## src/rtl/uart_pkg.sv

```systemverilog
// uart_pkg: constants and state type shared by the UART transmit and receive paths.
package uart_pkg;

  localparam int unsigned UART_CLKS_PER_BIT_DEFAULT = 10;
  localparam int unsigned UART_DATA_BITS            = 8;
  localparam logic        UART_IDLE_LEVEL           = 1'b1;

  typedef enum logic [1:0] {
    IDLE  = 2'd0,
    START = 2'd1,
    DATA  = 2'd2,
    STOP  = 2'd3
  } tx_state_t;

endpackage

```

## src/rtl/uart_tx_timer.sv

```systemverilog
// uart_tx_timer: bit-period counter for the UART transmitter.
// Ports:
//   clk, rst          clock, asynchronous active-high reset
//   enable            count while high; counter held at 0 while low
//   restart           force the counter back to 0 at this edge
//   bit_strobe        high during the last clock of a bit period (count == CLKS_PER_BIT-1)
//   bit_strobe_early  high one clock before bit_strobe (count == CLKS_PER_BIT-2)
module uart_tx_timer #(
  parameter int unsigned CLKS_PER_BIT = 10
) (
  input  logic clk,
  input  logic rst,
  input  logic enable,
  input  logic restart,
  output logic bit_strobe,
  output logic bit_strobe_early
);

  localparam int unsigned CW = (CLKS_PER_BIT > 2) ? $clog2(CLKS_PER_BIT) : 1;
  localparam logic [CW-1:0] LAST = CW'(CLKS_PER_BIT - 1);
  localparam logic [CW-1:0] PRE  = CW'(CLKS_PER_BIT - 2);

  logic [CW-1:0] count;
  logic [CW-1:0] count_next;

  // Wrap at LAST; idle or restart pins the count to 0.
  always_comb begin
    count_next = '0;
    if (enable && !restart && (count != LAST)) begin
      count_next = count + CW'(1);
    end
  end

  // Strobes are registered from the next count so they line up with it.
  always_ff @(posedge clk or posedge rst) begin
    if (rst) begin
      count            <= '0;
      bit_strobe       <= 1'b0;
      bit_strobe_early <= 1'b0;
    end else begin
      count            <= count_next;
      bit_strobe       <= (count_next == LAST);
      bit_strobe_early <= (count_next == PRE);
    end
  end

endmodule

```

## src/rtl/uart_tx_block.sv

```systemverilog
// uart_tx_block: 8N1 UART transmitter with a one-entry holding buffer.
// Ports:
//   clk, rst     clock, asynchronous active-high reset
//   tx_data      byte captured when a load is accepted
//   load         write request into the holding buffer
//   tx_ready     holding buffer empty, a load is accepted this cycle
//   tx_busy      a frame is on the line
//   tx_done      pulse on the last cycle of each stop bit
//   tx_overrun   pulse the cycle after a load arrives while tx_ready=0
//   serial_out   serial line, idle high
module uart_tx_block
  import uart_pkg::*;
#(
  parameter int unsigned CLKS_PER_BIT = UART_CLKS_PER_BIT_DEFAULT,
  parameter int unsigned DATA_BITS    = UART_DATA_BITS
) (
  input  logic                 clk,
  input  logic                 rst,
  input  logic [DATA_BITS-1:0] tx_data,
  input  logic                 load,
  output logic                 tx_ready,
  output logic                 tx_busy,
  output logic                 tx_done,
  output logic                 tx_overrun,
  output logic                 serial_out
);

  localparam int unsigned BW = $clog2(DATA_BITS);
  localparam logic [BW-1:0] LAST_BIT = BW'(DATA_BITS - 1);

  tx_state_t            state;
  logic [DATA_BITS-1:0] buf_data;
  logic                 buf_valid;
  logic [DATA_BITS-1:0] shift;
  logic [BW-1:0]        bit_cnt;

  logic bit_strobe;
  logic bit_strobe_early;
  logic accept_c;
  logic reload_c;
  logic buf_valid_next_c;

  // Buffer drains into the shifter from IDLE, or at the end of STOP for gapless streaming.
  always_comb begin
    accept_c         = load && tx_ready;
    reload_c         = buf_valid && ((state == IDLE) || ((state == STOP) && bit_strobe));
    buf_valid_next_c = buf_valid;
    if (reload_c) buf_valid_next_c = 1'b0;
    if (accept_c) buf_valid_next_c = 1'b1;
  end

  uart_tx_timer #(
    .CLKS_PER_BIT(CLKS_PER_BIT)
  ) u_timer (
    .clk             (clk),
    .rst             (rst),
    .enable          (state != IDLE),
    .restart         (reload_c),
    .bit_strobe      (bit_strobe),
    .bit_strobe_early(bit_strobe_early)
  );

  // Frame FSM, holding buffer and registered status outputs.
  always_ff @(posedge clk or posedge rst) begin
    if (rst) begin
      state      <= IDLE;
      buf_data   <= '0;
      buf_valid  <= 1'b0;
      shift      <= '0;
      bit_cnt    <= '0;
      serial_out <= UART_IDLE_LEVEL;
      tx_ready   <= 1'b1;
      tx_busy    <= 1'b0;
      tx_done    <= 1'b0;
      tx_overrun <= 1'b0;
    end else begin
      buf_valid  <= buf_valid_next_c;
      tx_ready   <= !buf_valid_next_c;
      tx_overrun <= load && !tx_ready;
      // Early strobe in STOP means the next cycle is the final stop-bit cycle.
      tx_done    <= (state == STOP) && bit_strobe_early;
      if (accept_c) buf_data <= tx_data;

      case (state)
        IDLE: begin
          if (buf_valid) begin
            shift      <= buf_data;
            state      <= START;
            serial_out <= 1'b0;
            tx_busy    <= 1'b1;
          end
        end
        START: begin
          if (bit_strobe) begin
            state      <= DATA;
            bit_cnt    <= '0;
            serial_out <= shift[0];
          end
        end
        DATA: begin
          if (bit_strobe) begin
            if (bit_cnt == LAST_BIT) begin
              state      <= STOP;
              serial_out <= UART_IDLE_LEVEL;
            end else begin
              shift      <= {1'b0, shift[DATA_BITS-1:1]};
              serial_out <= shift[1];
              bit_cnt    <= bit_cnt + BW'(1);
            end
          end
        end
        STOP: begin
          if (bit_strobe) begin
            if (buf_valid) begin
              shift      <= buf_data;
              state      <= START;
              serial_out <= 1'b0;
            end else begin
              state      <= IDLE;
              tx_busy    <= 1'b0;
            end
          end
        end
        default: begin
          state      <= IDLE;
          serial_out <= UART_IDLE_LEVEL;
          tx_busy    <= 1'b0;
        end
      endcase
    end
  end

endmodule

```

## config.mk

```make
export PLATFORM = sky130hd
export DESIGN_NAME = uart_tx_block
export DESIGN_NICKNAME = d
export VERILOG_FILES = /design/src/rtl/uart_pkg.sv /design/src/rtl/uart_tx_timer.sv /design/src/rtl/uart_tx_block.sv
export SDC_FILE = /design/constraint.sdc
export NUM_CORES = 1
export LEC_CHECK = 0
export ABC_AREA = 1
export BUFFER_PORTS_ARGS = -buffer_cell sky130_fd_sc_hd__buf_4
export CORE_AREA = 2 2 87 89
export DETAILED_ROUTE_END_ITERATION = 8
export DIE_AREA = 0 0 89 91
export GPL_TIMING_DRIVEN = 1
export HOLD_SLACK_MARGIN = 0.03
export PLACE_DENSITY_LB_ADDON = 0.25
export SLEW_MARGIN = 20
export SYNTH_ARGS = -nofsm -noshare
export SYNTH_HDL_FRONTEND = slang
export SYNTH_HIERARCHICAL = 1
export SYNTH_SLANG_ARGS = --single-unit
```

## constraint.sdc

```tcl
create_clock -name clk -period 4.47 [get_ports clk]
set_input_delay 0.894 -clock clk [delete_from_list [all_inputs] [get_ports clk]]
set_output_delay 0.894 -clock clk [all_outputs]
set_load 0.03 [all_outputs]
```

### Word level (Yosys, flattened, before mapping)

Index checks and enable logic that the tools add are counted.

* add/sub/neg operators: 2
* equal/unequal tests: 14
* multiplexer cells: 29
* reduce and logical (&&, ||, !) cells: 21

Operator list (number)
* 8-bit two-way mux: 4
* 8-bit one-hot mux with 3 select lines: 1
* 4-bit AND reduction: 3
* 1-bit two-way mux: 11
* 2-bit two-way mux: 5
* 3-bit two-way mux: 3
* 4-bit == test (second input constant): 2
* 2-bit != test (second input constant): 4
* 2-bit one-hot mux with 4 select lines: 1
* 1-bit logical AND: 7
* 2-bit by 1-bit != test with 1-bit output (second input constant): 3
* 3-bit one-hot mux with 2 select lines: 1
* 2-bit nonzero test: 3
* 5-bit AND reduction: 1
* 4-bit by 1-bit adder with 4-bit output (second input constant): 1
* 2-bit == test (second input constant): 2
* 4-bit two-way mux: 1
* 4-bit != test (second input constant): 1
* 1-bit one-hot mux with 4 select lines: 1
* 3-bit by 1-bit adder with 3-bit output (second input constant): 1
* 3-bit == test (second input constant): 1
* 1-bit logical NOT: 3
* 3-bit AND reduction: 1
* 3-bit nonzero test: 1
* other kinds (4): 4

* flip-flop bits (word level): 33
* bits of input ports: 11
* output and inout bits: 5
* logic and storage cells: 79

### Logic depth before layout (Yosys ltp)

* depth in word-level cells: 9
* gate-level depth with buffers: 9
* depth with buffers taken out: 9

### By module

The synthesis kept the hierarchy.

By module, submodules not included
* uart_tx_block: instances 1, cells an instance 168, area an instance 1430.1 um^2, seq. area each 678.2 um^2
* uart_tx_timer: instances 1, cells an instance 31, area an instance 309.0 um^2, seq. area each 150.1 um^2

### Worst setup path before layout

Ideal clock, no wire load.

* path type: input to register
* from: input port load
* to: register buf_data[2]
* setup time: 0.128 ns
* data arrival time: 1.467 ns
* data required time: 4.342 ns
* slack: 2.876 ns
* stages: 3
* path buffers: 1
* path through: nand2_1 buf_2 mux2_1

* cells in the longest elaborated chain, start to end: 1

Ends and longest elaborated chain
* start: declaration: line uart_tx_block.sv:20 `input logic load,`
* 1-bit logical AND: line uart_tx_block.sv:45 `accept_c = load && tx_ready;`
* end signal: assignment: line uart_tx_block.sv:82 `if (accept_c) buf_data <= tx_data;`
* end: declaration: line uart_tx_block.sv:32 `logic [DATA_BITS-1:0] buf_data;`

Every way passes these cells.
A chain may end at the register's enable or synchronous reset.

### Worst setup path after layout

* from: register tx_ready
* to: output port tx_ready

RTL lines
* start: declaration: line uart_tx_block.sv:21 `output logic tx_ready,`
* start signal: assignment: line uart_tx_block.sv:78 `tx_ready <= !buf_valid_next_c;`

No word-level cell between the ends.

==> results.py <==
metrics = {
    "critical_path": {
        "cp_slowest_stage_delay_ns": 0.54,
        "cp-start-kind": "flop",
        "end_kind": "primary output",
        "required_ns": 3.58,
        "cp_cell_sequence": "buf_4",
        "crit_slowest_cell": "dfstp_2",
        "cp_max_fo": 3,
        "reg2reg_setup_slack_ns": 2.69,
        "arrival_ns": 0.99,
        "crit_buf_inv": 1,
        "critical_path_class": "reg2out",
        "critPathTopFamily": "flip-flops",
    },
    "timing": {
        "hold_viol": 0,
        "finClkSkew_ns": 0.00894,
        "setup_tns_ns": 0,
        "tightestPinTransition_ns": 0.586,
        "slew_headroom_pct": 60.9,
        "period_share_pct": 42.1,
        "slew_violations": 0,
        "period_needed_ns": 1.88,
        "timing.fmax_mhz": 531,
        "fin_hold_ws_ns": 0.450,
        "rsz0062_at_grt": "no",
        "finalSetupViolCount": 0,
    },
    "power_and_ir_drop": {
        "powerDensity_mw_per_mm2": 346,
        "leakagePower_nw": 1.09,
        "power_frac_clock_pct": 47.1,
        "internal_power_mw": 0.574,
        "switchingPower_mw": 0.154,
        "vdd_drop_max_v": 0.000153,
        "pwr-share-comb_pct": 6.2,
        "sequentialPowerShare_pct": 46.7,
        "p_sw_share_pct": 21.1,
        "finalPower_mw": 0.728,
    },
    "routing": {
        "avgViaCountPerCell": 4.00,
        "wl_per_cell_um": 10.5,
        "drt_iter0_drc": 115,
        "drt_drc_violations_left": 0,
        "drtAntennaViolNets": 0,
        "drt-pass1-iter-count": 4,
        "wirelength_mm": 3.35,
        "num_vias": 1275,
    },
    "placed_design": {
        "placed_cells": 311,
        "hpwlAfterDp_mm": 2.41,
        "gp_congestion": 0.762,
        "port_buffers": 15,
    },
    "global_route": {
        "overflow": 0,
        "grt_pass1_vias": 1183,
        "grtUsageTotal_pct": 9.26,
        "grt_pass1_wl_mm": 5.72,
        "antenna_found_initial": 0,
        "grt_max_degree": 28,
    },
    "yosys": {
        "synth_async_sr_flop_share_pct": 100,
        "ys_seq_area_share_pct": 47.6,
        "ys_dominant_reg_cell": "dfrtp_1",
        "ys_seq_elements": 33,
        "yosysWarnings": 6,
        "avgSynthCellArea_um2": 8.74,
        "synth_nets": 221,
        "synthCells": 199,
        "synth_edf_count": 0,
        "netlist_area_mm2": 0.00174,
        "yosysUniqueCellTypes": 27,
    },
    "floorplan": {
        "rows": 31,
        "die_area_mm2": 0.00810,
        "core_area_mm2": 0.00714,
        "boundaryPins": 16,
        "initial_core_util_pct": 24.4,
        "chipWidth_um": 89,
        "die_h_um": 91,
    },
    "layout": {
        "drive_gt1_share_pct": 19.5,
        "fin_util_pct": 29.4,
        "n_antenna_cell": 0,
        "fin_cells": 319,
        "syn_to_final_growth_pct": 20.8,
        "final_nets": 241,
        "nFillCells": 788,
    },
    "outcome": {
        "status": "finished, final reports clean",
    },
    "cts": {
        "post_cts_buffers": 0,
        "clk_latency_ns": 0.29,
        "clkTransAtPathRegs_ns": 0.08,
        "clockRootBuffer": "clkbuf_8",
        "clockBufferDepth": 2,
        "htreeDepth": 2,
        "cts_resized": 0,
        "cts_buffers": 5,
        "cts_tree": "yes",
        "ctsHoldBuffers": 0,
        "cts.sinks": 33,
    },
    "job": {
        "maxCapViolations": 0,
    },
    "hold_path": {
        "hp-class": "reg2reg",
    },
}
==> state kept, by name, summed over array words and instances (netlist names), 2 cells and up <==
name / flops
bit_cnt: 3
state: 2
buf_data: 8
shift: 8
u_timer/count: 4
==> synthesized netlist by cell type (2+ instances only) <==
cell type,instances,share of area [%]
or2_0,2,0.72
o21bai_1,2,0.86
ha_1,11,7.9
dfstp_2,2,3.0
o21ai_0,3,0.86
nand2_4,2,1.3
nand2_1,64,14
dfrtp_1,31,45
nor2_4,2,1.3
inv_1,19,4.1
o21ai_1,7,2.0
inv_2,6,1.3
nand2_2,2,0.72
mux2_1,5,3.2
a21oi_1,5,1.4
nand3_1,16,4.6
nor2_1,10,2.2
==> path summary, 6_finish.rpt <==
check / endpoint / startpoint / cells past startpoint
min reg2reg: tx_done / u_timer/bit_strobe_early / 2
min: tx_done / u_timer/bit_strobe_early / 2
max reg2reg: bit_cnt[0] / state[0] / 5
max: tx_ready / tx_ready / 1
max in group asynchronous: shift[3] / rst / 2
min in group asynchronous: u_timer/count[2] / rst / 2
==> cell families (layout without fill, tap and decap cells) <==
logic type | after synthesis | after routing | share of synthesized area (%)
XOR/XNOR | 1 | 1 | 0.504
adder cells (fa/ha/maj) | 11 | 11 | 7.91
multiplexers | 6 | 6 | 3.88
flip-flops | 33 | 33 | 47.6
AND/OR/NAND/NOR | 103 | 103 | 27.8
buffers and inverters | 27 | 48 | 6.11
AO/OA/AOI/OAI | 18 | 18 | 6.11
==> routing by layer <==
layer  share of wire (%)  GRT usage [%]  vias to the layer above
li1                    -              -                      666
met1                  52           13.2                      580
met2                  42           13.0                       23
met3                 3.6           2.45                        6
met4                 2.5           4.10                        0
met5                   0              0                        -
==> stage by stage <==
stage	setup slack, ns	cell area (µm²)
floorplan	2.88	1740
global placement	2.50	1960
detailed placement	2.59	1960
CTS	2.58	2100
global route	2.52	2100
finish	2.59	2100
==> power by group through the flow <==
stage | logic [mW] | clock network (mW) | registers [mW]
floorplan | 0.0281 | 0 | 0.346
global placement | 0.0460 | 0 | 0.347
detailed placement | 0.0472 | 0 | 0.346
CTS | 0.0473 | 0.354 | 0.340
global route | 0.0529 | 0.365 | 0.344
finish | 0.0451 | 0.343 | 0.340
==> cell type report <==
cell class	instances	area [µm²]	area share, %
flip-flops and latches	33	828	39.4
repair buffers	15	113	5.36
clock buffers	5	68.8	3.28
multi-input cells	139	805	38.3
inverters	25	93.8	4.47
well taps	99	124	5.90
clock inverters	3	68.8	3.28
==> placed cells by master (no fill, tap or decap), types with 3 or more instances in the layout <==
cell type,netlist,layout
a21oi_1,5,5
buf_4,1,15
clkbuf_8,0,5
dfrtp_1,31,31
ha_1,11,11
inv_1,19,18
inv_2,6,7
mux2_1,5,5
nand2_1,64,64
nand3_1,16,16
nor2_1,10,10
o21ai_0,3,3
o21ai_1,7,7
(Power assumes the default switching activity.)
